**config.mk**
```make
export PLATFORM = sky130hd
export DESIGN_NAME = imem_loader
export DESIGN_NICKNAME = d
export VERILOG_FILES = /design/src/rtl/imem_loader.sv
export SDC_FILE = /design/constraint.sdc
export NUM_CORES = 1
export LEC_CHECK = 0
export ABC_AREA = 1
export CORE_ASPECT_RATIO = 1.2
export CORE_UTILIZATION = 48
export CTS_BUF_LIST = sky130_fd_sc_hd__clkbuf_16
export DETAILED_ROUTE_END_ITERATION = 7
export PLACE_DENSITY_LB_ADDON = 0.2
export SKIP_CTS_REPAIR_TIMING = 1
export SYNTH_ARGS = -nofsm -noshare
export SYNTH_HDL_FRONTEND = slang
export SYNTH_SLANG_ARGS = --single-unit
```
**constraint.sdc**
```tcl
create_clock -name clk -period 1.9 [get_ports clk]
set_input_delay 0.38 -clock clk [delete_from_list [all_inputs] [get_ports clk]]
set_output_delay 0.38 -clock clk [all_outputs]
set_load 0.03 [all_outputs]
```
**src/rtl/imem_loader.sv**
```systemverilog
// Byte-stream program loader: receives a framed little-endian image, writes 32-bit words
// into instruction memory and releases the CPU only after a load with a correct checksum.
module imem_loader #(
  parameter int DEPTH  = 64,
  parameter int ADDR_W = 32
) (
  input  logic              clk,
  input  logic              reset,
  input  logic              start,
  input  logic [7:0]        rx_data,
  input  logic              rx_valid,
  output logic              rx_ready,
  output logic              mem_we,
  output logic [ADDR_W-1:0] mem_addr,
  output logic [31:0]       mem_wdata,
  output logic              cpu_hold,
  output logic              load_done,
  output logic              load_error,
  output logic [15:0]       words_loaded
);

  typedef enum logic [2:0] {
    S_IDLE   = 3'd0,
    S_LEN_LO = 3'd1,
    S_LEN_HI = 3'd2,
    S_DATA   = 3'd3,
    S_CHECK  = 3'd4,
    S_DONE   = 3'd5,
    S_ERROR  = 3'd6
  } state_t;

  state_t              r_state;
  logic [15:0]         r_len;
  logic [7:0]          r_csum;
  logic [1:0]          r_byte_cnt;
  logic [23:0]         r_word;
  logic                r_rx_ready;
  logic                r_mem_we;
  logic [ADDR_W-1:0]   r_mem_addr;
  logic [31:0]         r_mem_wdata;
  logic                r_cpu_hold;
  logic                r_load_done;
  logic                r_load_error;
  logic [15:0]         r_words_loaded;

  logic                w_accept;
  logic [15:0]         w_len_full;
  logic [15:0]         w_depth;
  logic [15:0]         w_words_next;

  assign w_accept     = rx_valid && r_rx_ready;
  assign w_len_full   = {rx_data, r_len[7:0]};
  assign w_depth      = 16'(DEPTH);
  assign w_words_next = r_words_loaded + 16'd1;

  assign rx_ready     = r_rx_ready;
  assign mem_we       = r_mem_we;
  assign mem_addr     = r_mem_addr;
  assign mem_wdata    = r_mem_wdata;
  assign cpu_hold     = r_cpu_hold;
  assign load_done    = r_load_done;
  assign load_error   = r_load_error;
  assign words_loaded = r_words_loaded;

  // Loader FSM; all outputs are registered alongside the state.
  always_ff @(posedge clk) begin
    if (reset) begin
      r_state        <= S_IDLE;
      r_len          <= 16'd0;
      r_csum         <= 8'd0;
      r_byte_cnt     <= 2'd0;
      r_word         <= 24'd0;
      r_rx_ready     <= 1'b0;
      r_mem_we       <= 1'b0;
      r_mem_addr     <= {ADDR_W{1'b0}};
      r_mem_wdata    <= 32'd0;
      r_cpu_hold     <= 1'b1;
      r_load_done    <= 1'b0;
      r_load_error   <= 1'b0;
      r_words_loaded <= 16'd0;
    end else begin
      r_mem_we <= 1'b0;
      case (r_state)
        S_IDLE, S_DONE, S_ERROR: begin
          if (start) begin
            r_state        <= S_LEN_LO;
            r_rx_ready     <= 1'b1;
            r_load_done    <= 1'b0;
            r_load_error   <= 1'b0;
            r_cpu_hold     <= 1'b1;
            r_words_loaded <= 16'd0;
            r_csum         <= 8'd0;
            r_byte_cnt     <= 2'd0;
          end
        end
        S_LEN_LO: begin
          if (w_accept) begin
            r_len[7:0] <= rx_data;
            r_state    <= S_LEN_HI;
          end
        end
        S_LEN_HI: begin
          if (w_accept) begin
            r_len[15:8] <= rx_data;
            if (w_len_full > w_depth) begin
              r_state      <= S_ERROR;
              r_rx_ready   <= 1'b0;
              r_load_error <= 1'b1;
            end else if (w_len_full == 16'd0) begin
              r_state <= S_CHECK;
            end else begin
              r_state <= S_DATA;
            end
          end
        end
        S_DATA: begin
          if (w_accept) begin
            r_csum     <= r_csum + rx_data;
            r_byte_cnt <= r_byte_cnt + 2'd1;
            case (r_byte_cnt)
              2'd0: r_word[7:0]   <= rx_data;
              2'd1: r_word[15:8]  <= rx_data;
              2'd2: r_word[23:16] <= rx_data;
              default: begin
                // Fourth byte completes the word; the write lands next cycle.
                r_mem_we       <= 1'b1;
                r_mem_addr     <= ADDR_W'({r_words_loaded, 2'b00});
                r_mem_wdata    <= {rx_data, r_word};
                r_words_loaded <= w_words_next;
                if (w_words_next == r_len) begin
                  r_state <= S_CHECK;
                end
              end
            endcase
          end
        end
        S_CHECK: begin
          if (w_accept) begin
            r_rx_ready <= 1'b0;
            if (rx_data == r_csum) begin
              r_state     <= S_DONE;
              r_load_done <= 1'b1;
              r_cpu_hold  <= 1'b0;
            end else begin
              r_state      <= S_ERROR;
              r_load_error <= 1'b1;
            end
          end
        end
        default: begin
          r_state    <= S_IDLE;
          r_rx_ready <= 1'b0;
          r_cpu_hold <= 1'b1;
        end
      endcase
    end
  end

endmodule

```
# Word level (Yosys, flattened, before mapping)
# Index checks and enable logic that the tools add are counted.
# totals
register_bits	122
output_inout_bits	85
word_cells	109
# classes
addsub	3
eq_ne	20
n_bitwise	5
muxes	39
n_reduce_logical	25
magnitude_cmp	1
# op_table
op	count
$mux W16	3
$pmux W16 S2	1
$mux W3	9
$ne A2 B2 Y1 const B	10
$add A16 B1 Y16 const B	1
$eq A16 B16 Y1	1
$gt A16 B7 Y1 const B	1
$logic_not A16 Y1	1
$mux W8	2
$pmux W8 S2	1
$pmux W3 S5	1
$reduce_and A3 Y1	5
$mux W1	14
$reduce_and A4 Y1	3
$reduce_or A3 Y1	4
$eq A3 B3 Y1 const B	3
$add A8 B8 Y8	1
$eq A8 B8 Y1	1
$reduce_and A7 Y1	1
$eq A3 B2 Y1 const B	2
$mux W2	3
$pmux W1 S3	2
$reduce_and A6 Y1	1
$not A1 Y1	5
15 further kinds	17

# Longest topological paths before layout
# Gate-level depths: netlist of run 1.
# logic_depth
ltp_word	6
depth_mapped	16
mapped_depth_nobuf	16

# Least setup slack after synthesis of run 1
# No wires, ideal clock.
# synth_path
kind	reg-to-reg
from	reg r_words_loaded[0], in the netlist words_loaded[0]
to	reg r_state[1]
stages_incl_launch_ff	17
period_less_slack_ns	2.067
arrival_ns	1.954
setup_slack_ns	-0.167
n_path_buf	0
setup_ns	0.113
cell_sequence	dfxtp_1 ha_1 nand2_2 nor2_4 nand3_2 nand2_1 nand2_1 nand2_1 nand2_1 nor2_1 nand2_1 nor2_2 nand2_1 nand2_2 nand2_1 o21ai_1 inv_1
# synth_via
elab_chain_cells	4
# synth_rtl
element	line_no	text
start: declaration	44	logic [15:0] r_words_loaded;
start signal: assignment	129	r_words_loaded <= w_words_next;
$add A16 B1 Y16	54	assign w_words_next = r_words_loaded + 16'd1;
$eq A16 B16 Y1	130	if (w_words_next == r_len) begin
$ne A2 B2 Y1 (no source line)	n/a	
$reduce_and A7 Y1 (no source line)	n/a	
end signal: assignment	68	r_state <= S_IDLE;
end signal: assignment	131	r_state <= S_CHECK;
end signal: assignment	141	r_state <= S_DONE;
end: declaration	32	state_t r_state;
# No other way between the ends.
# A chain may end at the register's enable or synchronous reset.

# Worst setup path after layout of run 1
# layout_path
from	reg r_words_loaded[1], in the netlist words_loaded[1]
to	reg r_state[1]
# The elaborated chain is that of the path after synthesis.

==> results of run 1 <==
==> cell usage in the layout (no fill, tap or decap), drive strengths merged <==
master,synthesis,routed
fa,1,1
dlymetal6s2s,0,17
clkbuf,14,17
nand3,46,46
or2,3,3
o21ai,103,103
dfxtp,122,122
nand3b,1,1
ha,12,12
conb,1,16
a21oi,102,102
clkinv,0,3
and2,1,1
buf,33,66
nand4,9,9
o32ai,1,1
nand2,142,142
o21a,1,1
o311ai,1,1
xor2,4,4
clkinvlp,0,2
nor3,5,5
nor2,101,103
inv,68,73
nor4,1,1
bufinv,0,5
xnor2,1,1
clkdlybuf4s50,0,63
==> Yosys cell counts <==
cell type	number	area share
nand2_1	134	0.090
dfxtp_1	122	0.44
o21ai_0	101	0.090
a21oi_1	100	0.089
nor2_1	93	0.062
inv_1	65	0.043
nand3_1	43	0.038
buf_4	20	0.027
clkbuf_1	14	0.0094
buf_2	13	0.012
ha_1	12	0.027
nand4_1	9	0.010
nand2_2	7	0.0078
nor3_1	5	0.0045
nor2_4	4	0.0080
xor2_1	4	0.0062
inv_2	3	0.0020
nand3_2	3	0.0054
nor2_2	3	0.0033
a21oi_2	2	0.0031
or2_2	2	0.0022
and2_1	1	0.0011
conb_1	1	0.00067
dlygate4sd3_1	1	0.0018
fa_1	1	0.0036
nand2_4	1	0.0020
nand3b_1	1	0.0013
nor2_8	1	0.0036
nor4_1	1	0.0011
o21a_1	1	0.0013
o21ai_1	1	0.00089
o21ai_2	1	0.0016
o311ai_0	1	0.0016
o32ai_1	1	0.0016
or2_1	1	0.0011
xnor2_1	1	0.0016
==> power breakdown <==
part | internal, mW | switching (mW)
registers | 2.67 | 0.0999
clock network | 2.33 | 1.18
logic | 0.595 | 0.969
==> worst reg2reg max path: stages, from the launching register on <==
cell,delay (ns)
dfxtp_2,0.35
ha_4,0.16
nand2_4,0.07
nor2_4,0.20
nand2_2,0.09
nand2_2,0.08
nand3_2,0.07
nand2_2,0.09
nand2_1,0.06
nor2_1,0.09
nand2_1,0.08
nor2_2,0.13
nand2_1,0.10
nand2_2,0.12
nand2_2,0.06
o21ai_1,0.13
inv_1,0.05
==> sequential cells by signal (all words and copies together), names as in the netlist, 2 cells and up <==
register      flops
r_byte_cnt        2
r_csum            8
r_len            16
mem_addr         16
words_loaded     16
mem_wdata        32
r_word           24
r_state           3
==> final timing paths <==
kind / from / end / slack [ns] / depth (start not counted)
worst max-delay path: words_loaded[1] / r_state[1] / -0.12 / 16
worst min-delay path: r_len[13] / r_len[13] / 0.47 / 2
worst max register to register: words_loaded[1] / r_state[1] / -0.12 / 16
worst min register to register: r_len[13] / r_len[13] / 0.47 / 2
==> final cells by class <==
cell class / instances / area (µm²)
Clock buffer: 17 / 425
Clock inverter: 15 / 221
Fill cell: 950 / 3340
Inverter: 68 / 259
Multi-Input combinational cell: 553 / 2840
Sequential cell: 122 / 2450
Tap cell: 154 / 193
Timing Repair Buffer: 146 / 1460
==> kinds of logic (layout without fill, tap and decap cells) <==
logic type	count (synthesis)	in the layout
adder cells (fa/ha/maj)	13	13
XOR/XNOR	5	5
buffers and inverters	116	246
flip-flops	122	122
other	1	16
AND/OR/NAND/NOR	309	311
AO/OA/AOI/OAI	208	208
==> per-stage QoR <==
stage                     area (µm²)  hold slack, ns  power (mW)
after CTS                       7580           0.468        7.78
after global routing            7850           0.490        8.17
after detailed placement        6930           0.461        4.26
final                           7850           0.467        7.85
after global placement          6930           0.456        4.23
after floorplan                 5680           0.437        3.72
==> layer usage <==
metal / part of all wire / wire length [µm] / vias to the layer above
met1: 0.40 / 6340 / 2620
met5: 0 / 0 / -
li1: - / - / 2793
met2: 0.50 / 7860 / 223
met4: 0.038 / 591 / 0
met3: 0.057 / 900 / 45
==> impl_results.md, run 1 <==
* Status: finished, violations left
* Failing checks: negative setup slack
* Starting Density at 0.501
* Clk_lat worst skew at 0.41 ns
* I/O pin cnt at 97
* Main combinational cell family by area after synthesis: simple AND/OR/NAND/NOR gates
* Arrival @ worst endpoint at 2.33 ns
* Area of the core at 0.0112 mm²
* Maximum VDD drop at 0.788 mV
* CTS tree: built
* Pre-antenna DRT Iters at 5
* Synth warnings at 0
* Startpoint Class: flop
* Adder-Cell Fraction of Synth Area at 0.0303
* Routing usage on met2 at 0.435
* Period minus WS final at 2.02 ns
* Slew Viols, Final at 0
* Syn-to-layout area delta at 39.9%
* GRT Util Overall at 0.259
* Worst Hold Class: reg2reg
* Critical Path RT at 2.20 ns
* Share of cells above drive strength 1 at 0.169
* Setup TNS at -0.307 ns
* Buffers plus inverters on the worst setup path at 1
* Critical path class: reg2reg
* Maxcap violations at 0
* Crit path cell chain: ha_4 -> nand2_4 -> nor2_4 -> nand2_2 -> nand2_2 -> nand3_2 -> nand2_2 -> nand2_1 -> nor2_1 -> nand2_1 -> nor2_2 -> nand2_1 -> nand2_2 -> nand2_2 -> o21ai_1 -> inv_1
* Die extent in y at 120 µm
* Dpl hpwl at 10300 µm
* Non-Filler Instances at 1075
* DRT antenna net count at 0
* CP dominant cell by count: nand2_2
* Num CTS Buffers at 17
* #FFs+latches synth at 122
* First-pass GRT wire length at 24500 µm
* Drt initial violations at 286
* RSZ-0062 raised after global routing: true
* Top Family by Delay on Critical Path: simple AND/OR/NAND/NOR gates
* Sink Count at 122
* Die span in x at 101 µm
* Endpoint class of the critical path: flop
* Antenna violations before repair at 0
* Vias in the first global route at 5315
* Critical Path Max Stage Delay at 0.35 ns
* CTS root buf: clkbuf_16
* Period utilisation layout at 1.06
* Leak at 3.68 nW
* # rows at 42
* Reg clk slew, reported paths at 0.06 ns
* Via count at 5681
* Cells after synthesis at 774
* CP max-delay cell: dfxtp_2
* Met1 Use GR at 0.302
* Routability-driven placement congestion ratio at 0.915
* Largest net degree at the start of global routing at 57
* Post-Synth XOR/XNOR Area at 0.00780
* Global routing's busiest layer: met2
* Netlist cell types at 36
* Final wirelength at 15700 µm
* Synthesized cell area at 0.00561 mm²
* Ant diodes at 0
* Setup ws final at -0.122 ns
* Place WS at -0.558 ns
* Port Buf Inserts at 80
* Syn_area_per_cell at 7.25 µm²
* Vias per inst at 5.28
* Clock Skew at 0.00738 ns
* Area share of and/or/nand/nor cells after synthesis at 0.242
* Final setup fails at 4
* Congestion Overflow GR at 0
* H-tree depth at 4
* Compound-gate portion of the synthesized area at 0.189
* Die Area at 0.0121 mm²
* Final hold vios at 0
* Max Clk Rate at 495 MHz
* Power density cells at 1000 mW/mm²
* WL/cell at 14.6 µm
* Max Root-Sink Buffers at 2
* Post-synthesis sequential area ratio at 0.435
* Met3 usage at 0.0561
* Dpl cells at 1031
* Mux share of post-synthesis cell area at 0
* Worst-path fanout max at 5
* Drt drc at 0
* Final core utilization at 0.701
* Fin nets at 933
Power figures use the tool's default switching activity.
==> run 2: changes to the inputs <==
--- a/config.mk
+++ b/config.mk
@@ -7,7 +7,7 @@
 export LEC_CHECK = 0
 export ABC_AREA = 1
 export CORE_ASPECT_RATIO = 1.2
-export CORE_UTILIZATION = 48
+export CORE_UTILIZATION = 57
 export CTS_BUF_LIST = sky130_fd_sc_hd__clkbuf_16
 export DETAILED_ROUTE_END_ITERATION = 7
 export PLACE_DENSITY_LB_ADDON = 0.2
==> constraint.sdc (replaced) <==
create_clock -name clk -period 2.6 [get_ports clk]
set_input_delay 0.52 -clock clk [delete_from_list [all_inputs] [get_ports clk]]
set_output_delay 0.52 -clock clk [all_outputs]
set_load 0.03 [all_outputs]
==> run 2 against run 1 <==
Net effect: the run now ends clean; non-clock buffer count shrank 51; cell count shrank 7.9%; first-iteration DRC count grew 25%; clock power shrank 36%; power shrank 34%; critical path depth shrank 4; combinational power shrank 39%; critical endpoint is now r_csum[6]; largest cell class unchanged.
==> impl_results.md, run 2 (same netlist as run 1, synthesis figures left out) <==
* Clk_lat worst skew at 0.42 ns (about the same)
* CTS tree: built
* Global routing's busiest layer: met2
* Startpoint Class: input pin
* Final hold vios at 0 (unchanged)
* RSZ-0062 raised after global routing: false
* Sink Count at 122 (unchanged)
* Num CTS Buffers at 17 (unchanged)
* First-pass GRT wire length at 24200 µm (-1.2%)
* Max Clk Rate at 430 MHz
* Comb pwr share at 0.183 (-0.016)
* Via count at 5465 (-3.8%)
* Footprint of the multi-input gates at 0.00270 mm² (-5.1%)
* Share of cells above drive strength 1 at 0.0819 (-0.0875)
* Slew Viols, Final at 0 (unchanged)
* Die Area at 0.0102 mm² (-16%)
* Switching share of power at 0.302 (+0.0155)
* Congestion Overflow GR at 0 (unchanged)
* Fin nets at 880 (-5.7%)
* Port Buf Inserts at 80 (unchanged)
* Switching pwr at 1.57 mW (-30%)
* Fill cell count at 745 (-22%)
* CTS root buf: clkbuf_16
* H-tree depth at 4 (unchanged)
* Ant diodes at 0 (unchanged)
* Routability-driven placement congestion ratio at 0.954 (+4.3%)
* Reg clk slew, reported paths at 0.06 ns (about the same)
* Largest net degree at the start of global routing at 78 (+37%)
* WL/cell at 14.8 µm (+1.5%)
* Endpoint class of the critical path: flop
* Internal Pwr Total at 3.63 mW (-35%)
* I/O pin cnt at 97 (unchanged)
* Met1 Use GR at 0.374 (+0.0713)
* Dpl hpwl at 9630 µm (-6.5%)
* DRT antenna net count at 0 (unchanged)
* Slew HR at 0.651
* Power density cells at 739 mW/mm² (-26%)
* Commonest non-fill, non-tap cells in the layout: nand2_1, dfxtp_1, o21ai_0
* Die extent in y at 111 µm (-8.1%)
* Period minus WS final at 2.33 ns
* Reg power frac at 0.387 (+0.034)
* Starting Density at 0.587 (+0.0854)
* Maximum VDD drop at 0.654 mV (-17%)
* Drt drc at 0 (unchanged)
* FF+latch area at 0.00244 mm² (-0.51%)
* Vias in the first global route at 5064 (-4.7%)
* Critical Path RT at 2.95 ns (+0.75 ns)
* Critical path class: in2reg
* Final core utilization at 0.737 (+0.0351)
* Die span in x at 92.6 µm (-8.1%)
* Max reg flops at 32 (unchanged)
* Maxcap violations at 0 (unchanged)
* # rows at 39 (-7.1%)
* Antenna violations before repair at 0 (unchanged)
* Syn-to-layout area delta at 25.5%
* Clk network pwr share at 0.430 (-0.018)
* Clock Skew at 0.00867 ns (+0.00128 ns)
* Total power at 5.21 mW (-34%)
* Leak at 3.03 nW (-18%)
* Drt initial violations at 358 (+25%)
* Area of the core at 0.00956 mm² (-15%)
* Status: finished, final reports clean
* Period utilisation layout at 0.895
* Worst-Margin Slew at 0.517 ns
* Routing usage on met2 at 0.493 (+0.0583)
* Pre-antenna DRT Iters at 5 (unchanged)
* Vias per inst at 5.52 (+4.5%)
* Final setup fails at 0 (-4)
* Arrival @ worst endpoint at 2.67 ns (+0.34 ns)
* Final wirelength at 14700 µm (-6.5%)
* Max Root-Sink Buffers at 2 (unchanged)
* Worst-path fanout max at 2 (-3)
* Commonest non-fill, non-tap cell in the layout: nand2_1
* Worst Hold Class: reg2reg
* Met3 usage at 0.0624 (+0.00634)
* GRT Util Overall at 0.300 (+0.0414)
==> run 2: changes by cell type in the layout (fill, tap and decap cells not counted), sizes merged <==
| cell | change |
|---|---|
| clkinv | +6 |
| clkdlybuf4s50 | +17 |
| bufinv | -3 |
| clkinvlp | -2 |
| nor2 | -2 |
| inv | -2 |
| dlymetal6s2s | -17 |
| buf | -51 |
==> run 2: worst paths after layout <==
kind                   startpoint    endpoint  slack, ns  depth (start not counted)
setup / recovery       rx_data[0]   r_csum[6]       0.27                         12
hold / removal          r_csum[0]   r_csum[0]       0.47                          2
setup reg to reg  words_loaded[0]  r_state[1]       0.37                         16
hold reg to reg         r_csum[0]   r_csum[0]       0.47                          2
==> run 2: critical path, cell delays in order <==
cell	delay [ns]
clkdlybuf4s50_1	0.44
ha_1	0.24
fa_1	0.38
nand2_1	0.08
inv_1	0.05
o21a_1	0.16
nor2_1	0.16
o21ai_0	0.12
a21oi_1	0.17
xor2_1	0.16
nand2_1	0.06
a21oi_1	0.13
==> run 2: power groups by stage <==
stage	Sequential, mW	Clock (mW)	Combinational [mW]
final	2.02	2.24	0.953
after global routing	2.03	2.34	1.04
after CTS	2.02	2.24	0.937
after detailed placement	2.05	0	0.925
after global placement	2.05	0	0.906
after floorplan	2.10	0	0.616
==> run 2: routing by layer <==
layer  routed length (µm)  vias up
met5                    0        -
met4                  507        0
met3                  909       43
met2                 7220      231
met1                 6040     2516
li1                     -     2675
==> run 2: per-stage QoR <==
step                      TNS, ns  cell area (µm²)  cells  hold WS, ns  worst slack [ns]
after CTS                       0             7040    990        0.473             0.292
after global routing            0             7040    990        0.488             0.171
after detailed placement  -0.0774             6490    959        0.463           -0.0774
after global placement          0             6490    959        0.460           0.00585
after floorplan                 0             5670    789        0.437             0.514
final                           0             7040    990        0.474             0.273
==> run 2: layout make-up <==
class / count / share of cell area
multi-input cells: 551 / 0.383
flip-flops and latches: 122 / 0.347
repair buffers: 95 / 0.133
clock buffers: 17 / 0.0604
inverters: 68 / 0.0362
well taps: 123 / 0.0218
clock inverters: 14 / 0.0187
==> run 3: changes to the inputs <==
--- a/config.mk
+++ b/config.mk
@@ -7,7 +7,7 @@
 export LEC_CHECK = 0
 export ABC_AREA = 1
 export CORE_ASPECT_RATIO = 1.2
-export CORE_UTILIZATION = 57
+export CORE_UTILIZATION = 48
 export CTS_BUF_LIST = sky130_fd_sc_hd__clkbuf_16
 export DETAILED_ROUTE_END_ITERATION = 7
 export PLACE_DENSITY_LB_ADDON = 0.2
==> constraint.sdc (replaced) <==
create_clock -name clk -period 1.95 [get_ports clk]
set_input_delay 0.39 -clock clk [delete_from_list [all_inputs] [get_ports clk]]
set_output_delay 0.39 -clock clk [all_outputs]
set_load 0.03 [all_outputs]
==> run 3 against run 2 <==
Net effect: the flow now finishes with violations (negative setup slack); first-iteration DRC count decreased by 7.5%; wire length increased by 7.7%; via count increased by 3.6%; die area increased by 18%; global-route usage decreased by 4.0 points; register-to-register slack got worse by 0.45 ns; cell count increased by 7.8%; utilization decreased by 5.1 points.
==> impl_results.md, run 3 (same netlist as run 1, synthesis figures left out) <==
* Commonest non-fill, non-tap cell in the layout: nand2_1
* First-pass GRT wire length at 24700 µm (+1.7%)
* Final wirelength at 15800 µm (+7.7%)
* Die span in x at 101 µm (+8.8%)
* Congestion Overflow GR at 0 (unchanged)
* Area of the core at 0.0112 mm² (+17%)
* # rows at 42 (+7.7%)
* Critical Path RT at 2.26 ns (-0.69 ns)
* Port Buf Inserts at 80 (unchanged)
* Clock Skew at 0.0104 ns (+0.00170 ns)
* Arrival @ worst endpoint at 2.34 ns (-0.33 ns)
* Pre-antenna DRT Iters at 8 (+3)
* Fin nets at 926 (+5.2%)
* Final setup fails at 4 (+4)
* Largest net degree at the start of global routing at 57 (-27%)
* Max Clk Rate at 492 MHz
* Status: finished, violations left
* Worst Hold Class: reg2reg
* Max Root-Sink Buffers at 2 (unchanged)
* Max reg flops at 32 (unchanged)
* WL/cell at 14.8 µm (about the same)
* CTS tree: built
* Drt drc at 0 (unchanged)
* Period utilisation layout at 1.04
* Failing checks: negative setup slack
* Num CTS Buffers at 17 (unchanged)
* Reg clk slew, reported paths at 0.06 ns (about the same)
* Ant diodes at 0 (unchanged)
* RSZ-0062 raised after global routing: true
* Slew Viols, Final at 0 (unchanged)
* Vias per inst at 5.31 (-3.9%)
* Endpoint class of the critical path: flop
* Antenna violations before repair at 0 (unchanged)
* Die Area at 0.0121 mm² (+18%)
* I/O pin cnt at 97 (unchanged)
* Vias in the first global route at 5277 (+4.2%)
* Starting Density at 0.501 (-0.0854)
* Startpoint Class: flop
* Final hold vios at 0 (unchanged)
* Power density cells at 955 mW/mm² (+29%)
* Sink Count at 122 (unchanged)
* Post-route cell area at 0.00768 mm² (+9.0%)
* DRT antenna net count at 0 (unchanged)
* Via count at 5663 (+3.6%)
* Placement Cell Area at 0.00690 mm² (+6.3%)
* Drt initial violations at 331 (-7.5%)
* Period minus WS final at 2.03 ns
* CTS root buf: clkbuf_16
* Critical path class: reg2reg
* Syn-to-layout area delta at 36.8%
* Maximum VDD drop at 0.693 mV (+5.9%)
* Share of cells above drive strength 1 at 0.160 (+0.0780)
* Commonest non-fill, non-tap cells in the layout: nand2_1, dfxtp_1, o21ai_0, a21oi_1, nor2_1
* Worst-path fanout max at 6 (+4)
* Leak at 3.56 nW (+18%)
* Routability-driven placement congestion ratio at 0.916 (-4.0%)
* GRT Util Overall at 0.260 (-0.0398)
* Setup ws final at -0.0819 ns (-0.355 ns)
* H-tree depth at 4 (unchanged)
* Hold Slack at 0.471 ns (-0.00282 ns)
* Die extent in y at 120 µm (+8.8%)
* Dpl hpwl at 10400 µm (+8.3%)
* Maxcap violations at 0 (unchanged)
* Fill cell count at 956 (+28%)
* Clk_lat worst skew at 0.42 ns (about the same)
-- run 3: cell types whose count changed in the layout (fill, tap and decap cells not counted), moves of 7 or more --
cell and delta:
dlymetal6s2s_1 +15, buf_4 +38, clkdlybuf4s50_1 -15, nand2_1 -7
-- run 3: layout make-up --
cell class	count	area (µm²)	area share
Clock inverter	14	154	0.0200
Clock buffer	17	425	0.0554
Timing Repair Buffer	141	1400	0.183
Tap cell	154	193	0.0251
Sequential cell	122	2450	0.319
Inverter	68	255	0.0332
Multi-Input combinational cell	551	2800	0.364
-- run 3: worst max-delay path, cell delays in order (launching register included) --
cell	delay (ns)
dfxtp_2	0.35
ha_4	0.16
nand2_4	0.06
nor2_4	0.22
buf_6	0.13
nand3_2	0.07
nand2_2	0.09
nand2_2	0.05
nand2_1	0.05
nand2_1	0.05
nor2_1	0.08
nand2_1	0.08
nor2_2	0.12
nand2_1	0.09
nand2_2	0.11
nand2_2	0.06
o21ai_2	0.12
inv_1	0.05
-- run 3: metrics by stage --
stage	setup TNS (ns)	worst slack, ns	instances	util	power, mW
floorplan	0	0.0192	789	-	3.62
global placement	-3.20	-0.501	1029	0.616	4.12
detailed placement	-4.00	-0.571	1029	0.616	4.16
CTS	-0.996	-0.156	1060	0.668	7.28
global route	-0.844	-0.209	1067	0.686	7.61
finish	-0.183	-0.0819	1067	0.686	7.33
-- run 3: path summary, 6_finish.rpt --
| check | startpoint | to | slack (ns) | cells past startpoint |
|---|---|---|---|---|
| setup / recovery | words_loaded[1] | r_state[1] | -0.08 | 17 |
| hold / removal | r_csum[6] | r_csum[6] | 0.47 | 2 |
| setup reg to reg | words_loaded[1] | r_state[1] | -0.08 | 17 |
| hold reg to reg | r_csum[6] | r_csum[6] | 0.47 | 2 |
-- run 3: routing by layer --
metal | track usage | part of all wire | wire (µm) | vias to the layer above
li1 | - | - | - | 2775
met1 | 0.304 | 0.40 | 6400 | 2607
met2 | 0.442 | 0.50 | 7920 | 227
met3 | 0.0532 | 0.061 | 966 | 54
met4 | 0.143 | 0.033 | 515 | 0
met5 | 0 | 0 | 0 | -
-- run 3: power by group --
part           internal [mW]  switching [mW]  total, mW
Combinational          0.551           0.964       1.51
Clock                   1.98            1.13       3.11
Sequential              2.60          0.0997       2.70
Total                   5.14            2.19       7.33
